`src/rtl/instru_writer_pkg.sv`:
```
// Shared constants for the instruction writer: datapath width, Y86-style icodes
// and the helper that sizes the byte-length fields.
package instru_writer_pkg;

    localparam int DATA_WID = 64;

    localparam logic [3:0] IHALT   = 4'h0;
    localparam logic [3:0] INOP    = 4'h1;
    localparam logic [3:0] IRRMOVQ = 4'h2;
    localparam logic [3:0] IIRMOVQ = 4'h3;
    localparam logic [3:0] IRMMOVQ = 4'h4;
    localparam logic [3:0] IMRMOVQ = 4'h5;
    localparam logic [3:0] IOPQ    = 4'h6;
    localparam logic [3:0] IJXX    = 4'h7;
    localparam logic [3:0] ICALL   = 4'h8;
    localparam logic [3:0] IRET    = 4'h9;
    localparam logic [3:0] IPUSHQ  = 4'hA;
    localparam logic [3:0] IPOPQ   = 4'hB;

    localparam logic [3:0] ICODE_MAX = IPOPQ;

    typedef enum logic [1:0] {
        IDLE = 2'd0,
        EMIT = 2'd1,
        ERR  = 2'd2
    } state_t;

    // Width needed to hold the longest instruction length (2 + constant bytes).
    function automatic int len_w(input int dw);
        return $clog2(dw / 8 + 3);
    endfunction

endpackage

```
`src/rtl/instru_writer_if.sv`:
```
// Instruction-in / byte-write-out bus of the instruction writer.
interface instru_writer_if
    import instru_writer_pkg::*;
#(
    parameter int DATA_WID = instru_writer_pkg::DATA_WID
);
    logic                in_valid;
    logic                in_ready;
    logic [3:0]          icode;
    logic [3:0]          ifun;
    logic [3:0]          rA;
    logic [3:0]          rB;
    logic [DATA_WID-1:0] valC;
    logic                addr_load;
    logic [DATA_WID-1:0] start_addr;
    logic                mem_we;
    logic [DATA_WID-1:0] mem_addr;
    logic [7:0]          mem_wdata;
    logic [DATA_WID-1:0] next_pc;
    logic                busy;
    logic                err;

    modport master (
        output in_valid, icode, ifun, rA, rB, valC, addr_load, start_addr,
        input  in_ready, mem_we, mem_addr, mem_wdata, next_pc, busy, err
    );

    modport slave (
        input  in_valid, icode, ifun, rA, rB, valC, addr_load, start_addr,
        output in_ready, mem_we, mem_addr, mem_wdata, next_pc, busy, err
    );
endinterface

```
`src/rtl/instru_writer_instr_len.sv`:
```
// Combinational icode decode: instruction length and which optional fields exist.
// Kept standalone so the fetch stage can share the same table.
module instr_len
    import instru_writer_pkg::*;
#(
    parameter int DATA_WID = instru_writer_pkg::DATA_WID,
    parameter int LEN_W    = len_w(DATA_WID)
) (
    input  logic [3:0]       icode,
    output logic [LEN_W-1:0] len,
    output logic             has_reg,
    output logic             has_valc,
    output logic             valid
);
    localparam int NBYTES = DATA_WID / 8;

    always_comb begin
        len      = '0;
        has_reg  = 1'b0;
        has_valc = 1'b0;
        valid    = 1'b1;
        case (icode)
            IHALT, INOP, IRET: begin
                len = LEN_W'(1);
            end
            IRRMOVQ, IOPQ, IPUSHQ, IPOPQ: begin
                len     = LEN_W'(2);
                has_reg = 1'b1;
            end
            IIRMOVQ, IRMMOVQ, IMRMOVQ: begin
                len      = LEN_W'(2 + NBYTES);
                has_reg  = 1'b1;
                has_valc = 1'b1;
            end
            IJXX, ICALL: begin
                len      = LEN_W'(1 + NBYTES);
                has_valc = 1'b1;
            end
            default: begin
                valid = 1'b0;
            end
        endcase
    end
endmodule

```
`src/rtl/instru_writer.sv`:
```
// Serialises one accepted instruction into instruction memory, one byte per
// cycle, starting at the write pointer next_pc.
module instru_writer
    import instru_writer_pkg::*;
#(
    parameter int DATA_WID = instru_writer_pkg::DATA_WID
) (
    input logic            clk,
    input logic            rst_n,
    instru_writer_if.slave bus
);
    localparam int LEN_W = len_w(DATA_WID);

    state_t              state;
    logic [LEN_W-1:0]    byte_idx;
    logic [DATA_WID-1:0] next_pc;
    logic                busy_q;
    logic                err_q;

    logic [3:0]          icode_q;
    logic [3:0]          ifun_q;
    logic [3:0]          ra_q;
    logic [3:0]          rb_q;
    logic [DATA_WID-1:0] valc_q;
    logic [LEN_W-1:0]    len_q;
    logic                has_reg_q;
    logic                has_valc_q;

    logic [LEN_W-1:0]    dec_len;
    logic                dec_has_reg;
    logic                dec_has_valc;
    logic                dec_valid;
    logic                accept;
    logic [LEN_W-1:0]    vidx;
    logic [7:0]          wbyte;

    instr_len #(
        .DATA_WID (DATA_WID),
        .LEN_W    (LEN_W)
    ) u_len (
        .icode    (bus.icode),
        .len      (dec_len),
        .has_reg  (dec_has_reg),
        .has_valc (dec_has_valc),
        .valid    (dec_valid)
    );

    // A pointer load in the same cycle wins, so acceptance is blocked by it.
    assign bus.in_ready = rst_n && (state == IDLE) && !bus.addr_load;
    assign accept       = bus.in_valid && bus.in_ready;

    always_ff @(posedge clk) begin
        if (accept) begin
            icode_q    <= bus.icode;
            ifun_q     <= bus.ifun;
            ra_q       <= bus.rA;
            rb_q       <= bus.rB;
            valc_q     <= bus.valC;
            len_q      <= dec_len;
            has_reg_q  <= dec_has_reg;
            has_valc_q <= dec_has_valc;
        end
    end

    always_ff @(posedge clk) begin
        if (!rst_n) begin
            state    <= IDLE;
            next_pc  <= '0;
            byte_idx <= '0;
            busy_q   <= 1'b0;
            err_q    <= 1'b0;
        end else begin
            case (state)
                IDLE: begin
                    byte_idx <= '0;
                    if (bus.addr_load) begin
                        next_pc <= bus.start_addr;
                    end else if (accept) begin
                        if (dec_valid) begin
                            state  <= EMIT;
                            busy_q <= 1'b1;
                        end else begin
                            state <= ERR;
                            err_q <= 1'b1;
                        end
                    end
                end
                EMIT: begin
                    if (byte_idx == len_q - LEN_W'(1)) begin
                        state    <= IDLE;
                        busy_q   <= 1'b0;
                        byte_idx <= '0;
                        next_pc  <= next_pc + DATA_WID'(len_q);
                    end else begin
                        byte_idx <= byte_idx + LEN_W'(1);
                    end
                end
                ERR: begin
                    state <= IDLE;
                    err_q <= 1'b0;
                end
                default: begin
                    state  <= IDLE;
                    busy_q <= 1'b0;
                    err_q  <= 1'b0;
                end
            endcase
        end
    end

    // Byte order: opcode byte, optional register byte, then valC little-endian.
    always_comb begin
        wbyte = '0;
        vidx  = has_reg_q ? byte_idx - LEN_W'(2) : byte_idx - LEN_W'(1);
        if (byte_idx == '0) begin
            wbyte = {icode_q, ifun_q};
        end else if (has_reg_q && byte_idx == LEN_W'(1)) begin
            wbyte = {ra_q, rb_q};
        end else if (has_valc_q) begin
            wbyte = 8'(valc_q >> {vidx, 3'b000});
        end
    end

    assign bus.mem_we    = (state == EMIT);
    assign bus.mem_addr  = bus.mem_we ? next_pc + DATA_WID'(byte_idx) : '0;
    assign bus.mem_wdata = bus.mem_we ? wbyte : 8'h00;
    assign bus.next_pc   = next_pc;
    assign bus.busy      = busy_q;
    assign bus.err       = err_q;
endmodule

```
`src/flat_wrapper.sv`:
```
// flat-port wrapper written by rule: the top's interface ports become plain ports
module instru_writer_flat import instru_writer_pkg::*;
#(
    parameter int DATA_WID = instru_writer_pkg::DATA_WID
)
  (clk, rst_n, bus_in_valid, bus_icode, bus_ifun, bus_rA, bus_rB, bus_valC, bus_addr_load, bus_start_addr, bus_in_ready, bus_mem_we, bus_mem_addr, bus_mem_wdata, bus_next_pc, bus_busy, bus_err);
  instru_writer_if #(.DATA_WID(DATA_WID)) bus_i ();
  input logic clk;
  input logic rst_n;
  input wire logic [$bits(bus_i.in_valid)-1:0] bus_in_valid;
  input wire logic [$bits(bus_i.icode)-1:0] bus_icode;
  input wire logic [$bits(bus_i.ifun)-1:0] bus_ifun;
  input wire logic [$bits(bus_i.rA)-1:0] bus_rA;
  input wire logic [$bits(bus_i.rB)-1:0] bus_rB;
  input wire logic [$bits(bus_i.valC)-1:0] bus_valC;
  input wire logic [$bits(bus_i.addr_load)-1:0] bus_addr_load;
  input wire logic [$bits(bus_i.start_addr)-1:0] bus_start_addr;
  output wire logic [$bits(bus_i.in_ready)-1:0] bus_in_ready;
  output wire logic [$bits(bus_i.mem_we)-1:0] bus_mem_we;
  output wire logic [$bits(bus_i.mem_addr)-1:0] bus_mem_addr;
  output wire logic [$bits(bus_i.mem_wdata)-1:0] bus_mem_wdata;
  output wire logic [$bits(bus_i.next_pc)-1:0] bus_next_pc;
  output wire logic [$bits(bus_i.busy)-1:0] bus_busy;
  output wire logic [$bits(bus_i.err)-1:0] bus_err;
  assign bus_i.in_valid = bus_in_valid;
  assign bus_i.icode = bus_icode;
  assign bus_i.ifun = bus_ifun;
  assign bus_i.rA = bus_rA;
  assign bus_i.rB = bus_rB;
  assign bus_i.valC = bus_valC;
  assign bus_i.addr_load = bus_addr_load;
  assign bus_i.start_addr = bus_start_addr;
  assign bus_in_ready = bus_i.in_ready;
  assign bus_mem_we = bus_i.mem_we;
  assign bus_mem_addr = bus_i.mem_addr;
  assign bus_mem_wdata = bus_i.mem_wdata;
  assign bus_next_pc = bus_i.next_pc;
  assign bus_busy = bus_i.busy;
  assign bus_err = bus_i.err;
  instru_writer #(.DATA_WID(DATA_WID)) u_core (.clk(clk), .rst_n(rst_n), .bus(bus_i));
endmodule
```
`config.mk`:
```
export PLATFORM = sky130hd
export DESIGN_NAME = instru_writer_flat
export DESIGN_NICKNAME = d
export VERILOG_FILES = /design/src/rtl/instru_writer_pkg.sv /design/src/rtl/instru_writer_if.sv /design/src/rtl/instru_writer_instr_len.sv /design/src/rtl/instru_writer.sv /design/src/flat_wrapper.sv
export SDC_FILE = /design/constraint.sdc
export NUM_CORES = 1
export LEC_CHECK = 0
export CORE_AREA = 2 2 147 149
export DETAILED_ROUTE_END_ITERATION = 8
export DIE_AREA = 0 0 149 151
export GPL_ROUTABILITY_DRIVEN = 0
export PLACE_DENSITY_LB_ADDON = 0.08
export SKIP_LAST_GASP = 1
export SYNTH_ARGS = -nofsm -noshare
export SYNTH_HDL_FRONTEND = slang
export SYNTH_SLANG_ARGS = --single-unit
```
`constraint.sdc`:
```
create_clock -name clk -period 4.22 [get_ports clk]
set_input_delay 0.844 -clock clk [delete_from_list [all_inputs] [get_ports clk]]
set_output_delay 0.844 -clock clk [all_outputs]
set_load 0.02 [all_outputs]
```
==> results_dict.tcl, run 1 <==
set metrics [dict create \
    status "complete, no violations" \
    drv_cap 0 \
    io_buffers 287 \
    rsz0062_at_grt "yes" \
    clockBufferDepth 2 \
    hpwl_um 27500 \
    arrival_ns 3.29 \
    clk_latency_ns 0.44 \
    cts_tree "done" \
    grt.met3_usage 0.0756 \
    internal-power_w 0.00284 \
    seqPwrFrac 0.444 \
    synth.avg_cell_area_um2 8.78 \
    grtUsageMet1 0.409 \
    antenna_found_initial 0 \
    synth.yosys.seq_area_share 0.393 \
    period_needed_ns 4.13 \
    fin_area_um2 14300 \
    ys_ff_latch 157 \
    synth_area_leaders "edfxtp_1 (25%), dfxtp_1 (14%), a21oi_1 (4.4%)" \
    drtIter0Drc 1259 \
    setup_viol 0 \
    grtUsageMet2 0.544 \
    slowest_stage "or4_4" \
    synth_edf_count 85 \
    async_flop_share 0 \
    core_area_um2 20800 \
    drive_gt1_frac 0.131 \
    vdd_ir_drop_max_uv 270 \
    synth_top_flop_cell "edfxtp_1" \
    dp_cells 1673 \
    grt_pass1_wl_um 57200 \
    first_global_vias 10200 \
    start_util 0.488 \
    hold-path-cell-count 2 \
    total_power_w 0.00407 \
    crit_family "simple AND/OR/NAND/NOR gates" \
    cts_buffers 17 \
    p_sw_frac 0.301 \
    finClkSkew_ns 0.0147 \
    root_buffer "clkbuf_16" \
    p_leak_nw 4.99 \
    finalCritPeriodShare 0.979 \
    final_nets 1591 \
    rows 53 \
    postPlaceCellArea_um2 13500 \
    crit_cells 7 \
    io_pins 288 \
    worstMarginPinSlew_ns 1.01 \
    post-synth-top-area-fraction 0.251 \
    top_usage_layer "met2" \
    finalHoldViolCount 0 \
    clk_pin_slew_ns 0.07 \
    postRouteAntennaNets 0 \
    drv_slew 0 \
    worstPathMaxFanout 9 \
    post_drt_via_cell_ratio 6.39 \
    synthesis.area_um2 10200 \
    synth_cell_types 75 \
    h-tree-depth 4 \
    die-area_um2 22500 \
    max-slew-margin-rel 0.323 \
    pwr-share-clk 0.383 \
    max_freq_ghz 0.242 \
    syn_to_final_growth_pct 40.7 \
    grt_usage 0.330 \
    clock-sinks 157 \
    min_path_type "register to register" \
    pwr-share-comb 0.173 \
    die_x_um 149 \
    antenna_cells 0 \
    fill_cells 1740 \
    overflow 0 \
    critPathCaptureType "output port" \
    path_class "register to output port" \
    p_per_area_nw_per_um2 285 \
    die_h_um 151 \
    final_cell_mix "clkdlybuf4s50_1 (265), nand2_1 (92), a21oi_1 (88), edfxtp_1 (85), buf_4 (75)" \
    critPathBufInv 1 \
    cpMostUsedCell "a21oi_1" \
    drc 0 \
    grt_max_degree 46 \
    layout_commonest_cell "clkdlybuf4s50_1" \
    wirelength_um 37600 \
    synth_top_area_cell "edfxtp_1" \
    cpPeakStageDelay_ns 0.65 \
    syn-num-nets 1321 \
    worstPathCellList "ha_1 > a21oi_1 > o21a_1 > or4_4 > or3_1 > a21oi_1 > clkdlybuf4s50_1" \
    crit_required_ns 3.38 \
    routedWlPerCell_um 21.9 \
    num_vias 11000 \
    synth_cells 1157 \
    cp-start-kind "register" \
    r2r_cells 7 \
    switching_power_w 0.00123 \
    yosys_warnings 0 \
    drt-pass1-iter-count 6 \
    fin_cells 1715 \
]
==> repair_timing <==
item | CTS | global route
pin swaps | 1 | 3
gates resized for setup | 16 | 46
hold buffers | 0 | 0
setup buffers | 2 | 8
endpoints found under the setup margin | 27 | 35
endpoints found under the hold margin | 0 | 0
==> per-layer routing <==
metal	wire length [um]	up-vias
li1	-	5037
met5	0	-
met2	17600	695
met4	1890	0
met1	13900	5108
met3	4150	121
==> final timing paths <==
check                                      from                             endpoint  slack, ns
max          u_core.bus.next_pc[1]$_SDFFE_PN0P_                     bus_mem_addr[57]       0.09
min                 u_core.bus.err$_SDFFE_PN0P_          u_core.bus.err$_SDFFE_PN0P_       0.49
max reg2reg           u_core.len_q[0]$_DFFE_PP_  u_core.bus.next_pc[54]$_SDFFE_PN0P_       1.26
min reg2reg         u_core.bus.err$_SDFFE_PN0P_          u_core.bus.err$_SDFFE_PN0P_       0.49
==> state kept, by name, summed over array words and instances, names as in the netlist <==
register            count
u_core.icode_q          4
u_core.bus.busy         1
u_core.has_valc_q       1
u_core.bus.next_pc     64
u_core.valc_q          64
u_core.len_q            3
u_core.rb_q             4
u_core.ifun_q           4
u_core.byte_idx         4
u_core.ra_q             4
u_core.bus.err          1
u_core.has_reg_q        1
u_core.state            2
==> worst reg2reg max path, delay by kind of cell, from the launching register on <==
kind	cells	cell delay, ns
AND/OR/NAND/NOR	3	1.67
adder cells (fa/ha/maj)	2	0.46
flip-flops	1	0.42
AO/OA/AOI/OAI	2	0.33
==> cell usage after synthesis (9+ instances only) <==
master and instances:
buf_1 12, nor2_1 74, o211ai_1 17, nand2b_1 12
a31oi_1 21, ha_1 14, nor4_1 26, mux4_2 16
mux2i_1 13, and3_1 28, o21ai_0 61, nand4_1 70
xnor2_1 20, nor3_1 29, nand2_1 93, a21oi_1 90
nand3_1 40, o31a_1 9, a2bb2oi_1 11, o31ai_1 13
o22ai_1 12, clkbuf_1 92, o311ai_0 9, dfxtp_1 72
or4_1 16, edfxtp_1 85, inv_1 21, or3_1 31
xor2_1 13
==> power groups by stage <==
stage	Combinational (W)	Sequential, W	Clock (W)
after floorplan	0.000330	0.00182	0
after global placement	0.000687	0.00183	0
after detailed placement	0.000694	0.00183	0
after CTS	0.000697	0.00180	0.00157
after global routing	0.000749	0.00182	0.00164
final	0.000704	0.00181	0.00156
==> area by class of cell <==
cell class | count | area [um^2] | share of cell area
Clock inverter | 14 | 175 | 0.0123
Multi-Input combinational cell | 866 | 5770 | 0.403
Timing Repair Buffer | 364 | 3480 | 0.244
Inverter | 21 | 80.1 | 0.00560
Sequential cell | 157 | 4010 | 0.281
Clock buffer | 18 | 429 | 0.0300
Tap cell | 275 | 344 | 0.0241
==> stage by stage <==
step           hold WS [ns]  TNS, ns  utilization  setup WS, ns
2_1_floorplan         0.561        0            -         0.592
3_3_place_gp          0.469        0        0.648         0.153
3_5_place_dp          0.477        0        0.648         0.105
4_1_cts               0.491   -0.143        0.678        -0.137
5_1_grt               0.540  -0.0714        0.686       -0.0411
6_report              0.485        0        0.686        0.0888
==> cell families (layout without fill, tap and decap cells) <==
logic type / count (synthesis) / count (layout) / share of synthesized area
AND/OR/NAND/NOR: 461 / 461 / 0.245
AO/OA/AOI/OAI: 326 / 326 / 0.211
multiplexers: 30 / 30 / 0.0494
adder cells (fa/ha/maj): 16 / 16 / 0.0212
buffers and inverters: 134 / 417 / 0.0512
XOR/XNOR: 33 / 33 / 0.0285
flip-flops: 157 / 157 / 0.393
(Power assumes the default switching activity.)
==> inputs of run 2 (changes only) <==
- CORE_AREA: 2 2 147 149 -> 2 2 182 148
- DIE_AREA: 0 0 149 151 -> 0 0 184 150
==> results_dict.tcl, run 2 (synthesis results as in run 1) <==
set metrics [dict create \
    path_class "register to output port" \
    root_buffer "clkbuf_16" \
    status "complete, no violations" \
    worstPathCellList "ha_1 > inv_1 > fa_1 > nand2b_1 > a211o_4 > nor4_4 > xnor2_1 > nor2_1 > clkdlybuf4s50_1" \
    arrival_ns 3.27 \
    min_path_type "register to register" \
    fin_area_um2 14500 \
    period_needed_ns 4.12 \
    rsz0062_at_grt "yes" \
    pwr-share-comb 0.178 \
    first_global_vias 10300 \
    r2r_cells 6 \
    drive_gt1_frac 0.139 \
    hpwl_um 29300 \
    drv_cap 0 \
    finalCritPeriodShare 0.976 \
    drt-pass1-iter-count 6 \
    overflow 0 \
    dp_cells 1741 \
    crit_family "buffers and inverters" \
    grt_usage 0.289 \
    antenna_found_initial 0 \
    p_per_area_nw_per_um2 283 \
    fill_cells 2355 \
    antenna_cells 0 \
    io_pins 288 \
    grt_max_degree 96 \
    seqPwrFrac 0.436 \
    postRouteAntennaNets 0 \
    slowest_stage "clkdlybuf4s50_1" \
    finClkSkew_ns 0.0181 \
    routedWlPerCell_um 22.5 \
    critPathCaptureType "output port" \
    hold-path-cell-count 2 \
    pwr-share-clk 0.386 \
    switching_power_w 0.00125 \
    syn_to_final_growth_pct 42.9 \
    max_freq_ghz 0.243 \
    pre_cts_ws_ns 0.0725 \
    num_vias 10900 \
    fin_ws_ns 0.103 \
    max-slew-margin-rel 0.145 \
    p_leak_nw 5.03 \
    layout_commonest_cell "clkdlybuf4s50_1" \
    cts_tree "done" \
    clockBufferDepth 2 \
    critPathBufInv 2 \
    fin_cells 1784 \
    drv_slew 0 \
    start_util 0.393 \
    post_drt_via_cell_ratio 6.11 \
    grt_pass1_wl_um 60800 \
    h-tree-depth 4 \
    clk_pin_slew_ns 0.07 \
    post-route-util 0.561 \
    finalHoldViolCount 0 \
    multi_input_area_um2 5800 \
    cts_buffers 17 \
    clock-sinks 157 \
    io_buffers 287 \
    postPlaceCellArea_um2 13700 \
    final.setup.tns_ns 0 \
    die_h_um 150 \
    final_nets 1605 \
    die-area_um2 27600 \
    top_regs "u_core.bus.next_pc (64), u_core.valc_q (64)" \
    cp-start-kind "register" \
    cpPeakStageDelay_ns 0.61 \
    worstMarginPinSlew_ns 1.27 \
    rows 53 \
    internal-power_w 0.00286 \
    wirelength_um 40200 \
    clk_latency_ns 0.44 \
    vdd_ir_drop_max_uv 261 \
    crit_required_ns 3.38 \
    setup_viol 0 \
    die_x_um 184 \
    worstPathMaxFanout 10 \
    final_cell_mix "clkdlybuf4s50_1 (266), nand2_1 (93), a21oi_1 (89), buf_4 (85), edfxtp_1 (85)" \
    drc 0 \
    core_area_um2 25900 \
    seq_area_um2 4010 \
    drtIter0Drc 1230 \
    crit_cells 9 \
    p_sw_frac 0.305 \
]
[run 2: changes by cell type in the layout (fill, tap and decap cells not counted), moves of 3 or more]
cell,before,now
buf_12,1,4
buf_4,75,85
clkinv_4,3,0
dfxtp_1,56,59
dfxtp_2,16,13
dlygate4sd2_1,4,9
dlymetal6s2s_1,15,8
nor4_2,5,2
o311ai_0,9,6
o311ai_1,0,3
[run 2: area by class of cell]
type,count,area share
clock buffer,17,0.0293
clock inverter,15,0.0124
inverter,21,0.00552
multi-input combinational,866,0.400
sequential,157,0.276
tap,330,0.0285
timing repair buffer,378,0.248
[run 2: path summary, 6_finish.rpt]
check / start / to / slack [ns]
worst max-delay path: u_core.bus.next_pc[0]$_SDFFE_PN0P_ / bus_mem_addr[48] / 0.10
worst min-delay path: u_core.bus.err$_SDFFE_PN0P_ / u_core.bus.err$_SDFFE_PN0P_ / 0.50
worst max register to register: u_core.state[0]$_SDFFE_PN0P_ / u_core.bus.next_pc[45]$_SDFFE_PN0P_ / 1.00
worst min register to register: u_core.bus.err$_SDFFE_PN0P_ / u_core.bus.err$_SDFFE_PN0P_ / 0.50
[run 2: tightest hold or removal path: cells and delay by family, from the launching register on]
family,cells,cell delay [ns]
AOI/OAI and AO/OA,1,0.05
DFF,1,0.34
and+or+nand+nor,1,0.07
[run 2: per-stage QoR]
| stage | power (W) | hold slack (ns) |
|---|---|---|
| 2_1_floorplan | 0.00215 | 0.561 |
| 3_3_place_gp | 0.00254 | 0.452 |
| 3_5_place_dp | 0.00255 | 0.479 |
| 4_1_cts | 0.00413 | 0.505 |
| 5_1_grt | 0.00427 | 0.534 |
| 6_report | 0.00411 | 0.499 |
[run 2: routing by layer]
metal / vias to the layer above / share of wire / track usage
li1: 5059 / - / -
met2: 578 / 0.44 / 0.427
met3: 50 / 0.10 / 0.0781
met4: 0 / 0.016 / 0.0820
met1: 5221 / 0.45 / 0.415
met5: - / 0 / 0
[run 2: power by group through the flow]
stage                     logic (W)  registers, W  clock network [W]
after floorplan            0.000330       0.00182                  0
after global placement     0.000724       0.00182                  0
after detailed placement   0.000725       0.00182                  0
after CTS                  0.000729       0.00179            0.00162
after global routing       0.000786       0.00180            0.00168
final                      0.000733       0.00179            0.00159
[run 2: repair_timing]
action / CTS / global route
hold buffers: 0 / 0
endpoints found under the hold margin: 0 / 0
resized for setup: 28 / 39
buffers inserted: 4 / 7
endpoints found under the setup margin: 26 / 35
pin swaps: 4 / 5
==> inputs of run 3 (changes only) <==
- SLEW_MARGIN: unset -> 20
==> results_dict.tcl, run 3 (synthesis results as in run 1) <==
set metrics [dict create \
    p_leak_nw 5.03 \
    crit_required_ns 3.38 \
    routedWlPerCell_um 22.5 \
    whs_ns 0.502 \
    layout_commonest_cell "clkdlybuf4s50_1" \
    grt_pass1_wl_um 60800 \
    clk_pin_slew_ns 0.07 \
    wirelength_um 40200 \
    holdBufCountCts 0 \
    max-slew-margin-rel 0.410 \
    syn_to_final_growth_pct 42.9 \
    worstPathMaxFanout 7 \
    final_cell_mix "clkdlybuf4s50_1 (266), nand2_1 (93), a21oi_1 (89), buf_4 (85), edfxtp_1 (85)" \
    fin_cells 1784 \
    vdd_ir_drop_max_uv 265 \
    finClkSkew_ns 0.0200 \
    first_global_vias 10300 \
    postPlaceCellArea_um2 13700 \
    cts_buffers 17 \
    reg2reg_to "u_core.bus.next_pc[45]$_SDFFE_PN0P_" \
    io_buffers 287 \
    path_class "register to output port" \
    total_power_w 0.00412 \
    dp_cells 1741 \
    final.setup.tns_ns 0 \
    crit-reg2reg-launch "u_core.state[0]$_SDFFE_PN0P_" \
    grt_usage 0.289 \
    rsz0062_at_grt "yes" \
    post_drt_via_cell_ratio 6.15 \
    r2r_setup_slack_ns 0.98 \
    top_regs "u_core.bus.next_pc (64), u_core.valc_q (64)" \
    cp-start-kind "register" \
    overflow 0 \
    worstMarginPinSlew_ns 0.883 \
    root_buffer "clkbuf_16" \
    die-area_um2 27600 \
    grt_max_degree 96 \
    clockBufferDepth 2 \
    finalHoldViolCount 0 \
    r2r_cells 6 \
    endpoint "bus_mem_addr[51]" \
    drv_cap 0 \
    die_h_um 150 \
    min_path_type "register to register" \
    status "complete, no violations" \
    start_util 0.393 \
    core_area_um2 25900 \
    rows 53 \
    fin_area_um2 14500 \
    clock-sinks 157 \
    drtIter0Drc 1288 \
    setup_viol 0 \
    max_freq_ghz 0.241 \
    clk_latency_ns 0.45 \
    num_vias 11000 \
    hpwl_um 29300 \
    finalCritPeriodShare 0.983 \
    period_needed_ns 4.15 \
    p_per_area_nw_per_um2 284 \
    postRouteAntennaNets 0 \
    drc 0 \
    antenna_cells 0 \
    critPathCaptureType "output port" \
    antenna_found_initial 0 \
    cts_tree "done" \
    crit_start "u_core.bus.next_pc[36]$_SDFFE_PN0P_" \
    hold-path-cell-count 2 \
    arrival_ns 3.31 \
    h-tree-depth 4 \
    drive_gt1_frac 0.140 \
    drt-pass1-iter-count 6 \
    io_pins 288 \
    final_nets 1605 \
    drv_slew 0 \
    die_x_um 184 \
]
-- run 3: area by class of cell --
cell class	count	area [um^2]
clock buffers	17	425
clock inverters	15	180
fillers	2352	11300
inverters	21	80.1
multi-input cells	866	5810
flip-flops and latches	157	4010
well taps	330	413
repair buffers	378	3600
-- run 3: worst min-delay path by stage --
stage                                       startpoint                                  to  slack [ns]
floorplan           u_core.bus.next_pc[3]$_SDFFE_PN0P_  u_core.bus.next_pc[3]$_SDFFE_PN0P_        0.56
global placement           u_core.bus.err$_SDFFE_PN0P_         u_core.bus.err$_SDFFE_PN0P_        0.45
detailed placement         u_core.bus.err$_SDFFE_PN0P_         u_core.bus.err$_SDFFE_PN0P_        0.48
CTS                 u_core.bus.next_pc[3]$_SDFFE_PN0P_  u_core.bus.next_pc[3]$_SDFFE_PN0P_        0.50
global route              u_core.bus.busy$_SDFFE_PN0P_        u_core.bus.busy$_SDFFE_PN0P_        0.53
finish                     u_core.bus.err$_SDFFE_PN0P_         u_core.bus.err$_SDFFE_PN0P_        0.50
-- run 3: power breakdown --
part           internal, W  switching (W)  total, W
sequential         0.00169       0.000105   0.00179
clock             0.000808       0.000787   0.00159
combinational     0.000365       0.000369  0.000734
total              0.00286        0.00126   0.00412
-- run 3: per-layer routing --
layer / GRT usage / up-vias / share of wire / wire length [um]
li1: - / 5064 / - / -
met1: 0.415 / 5231 / 0.44 / 17700
met2: 0.427 / 618 / 0.43 / 17300
met3: 0.0781 / 63 / 0.11 / 4470
met4: 0.0820 / 0 / 0.019 / 774
met5: 0 / - / 0 / 0
-- run 3: per-stage QoR --
step | worst slack [ns] | utilization
after floorplan | 0.592 | -
after global placement | 0.107 | 0.530
after detailed placement | 0.0725 | 0.530
after CTS | -0.0105 | 0.557
after global routing | -0.0560 | 0.561
final | 0.0698 | 0.561
-- run 3: timing repair --
item                       4_1_cts  5_1_grt
gates resized for setup         28       39
pin swaps                        4        5
cloned                           0        0
setup buffers                    4        7
setup endpoints to repair       26       35
-- run 3: worst max-delay path, cell delays in order, from the launching register on --
cell and delay [ns]:
dfxtp_1 0.46, nand4_1 0.27, buf_4 0.25, nor4_1 0.64, nand2b_1 0.16, or3_1 0.33
a21oi_1 0.14, clkdlybuf4s50_1 0.62
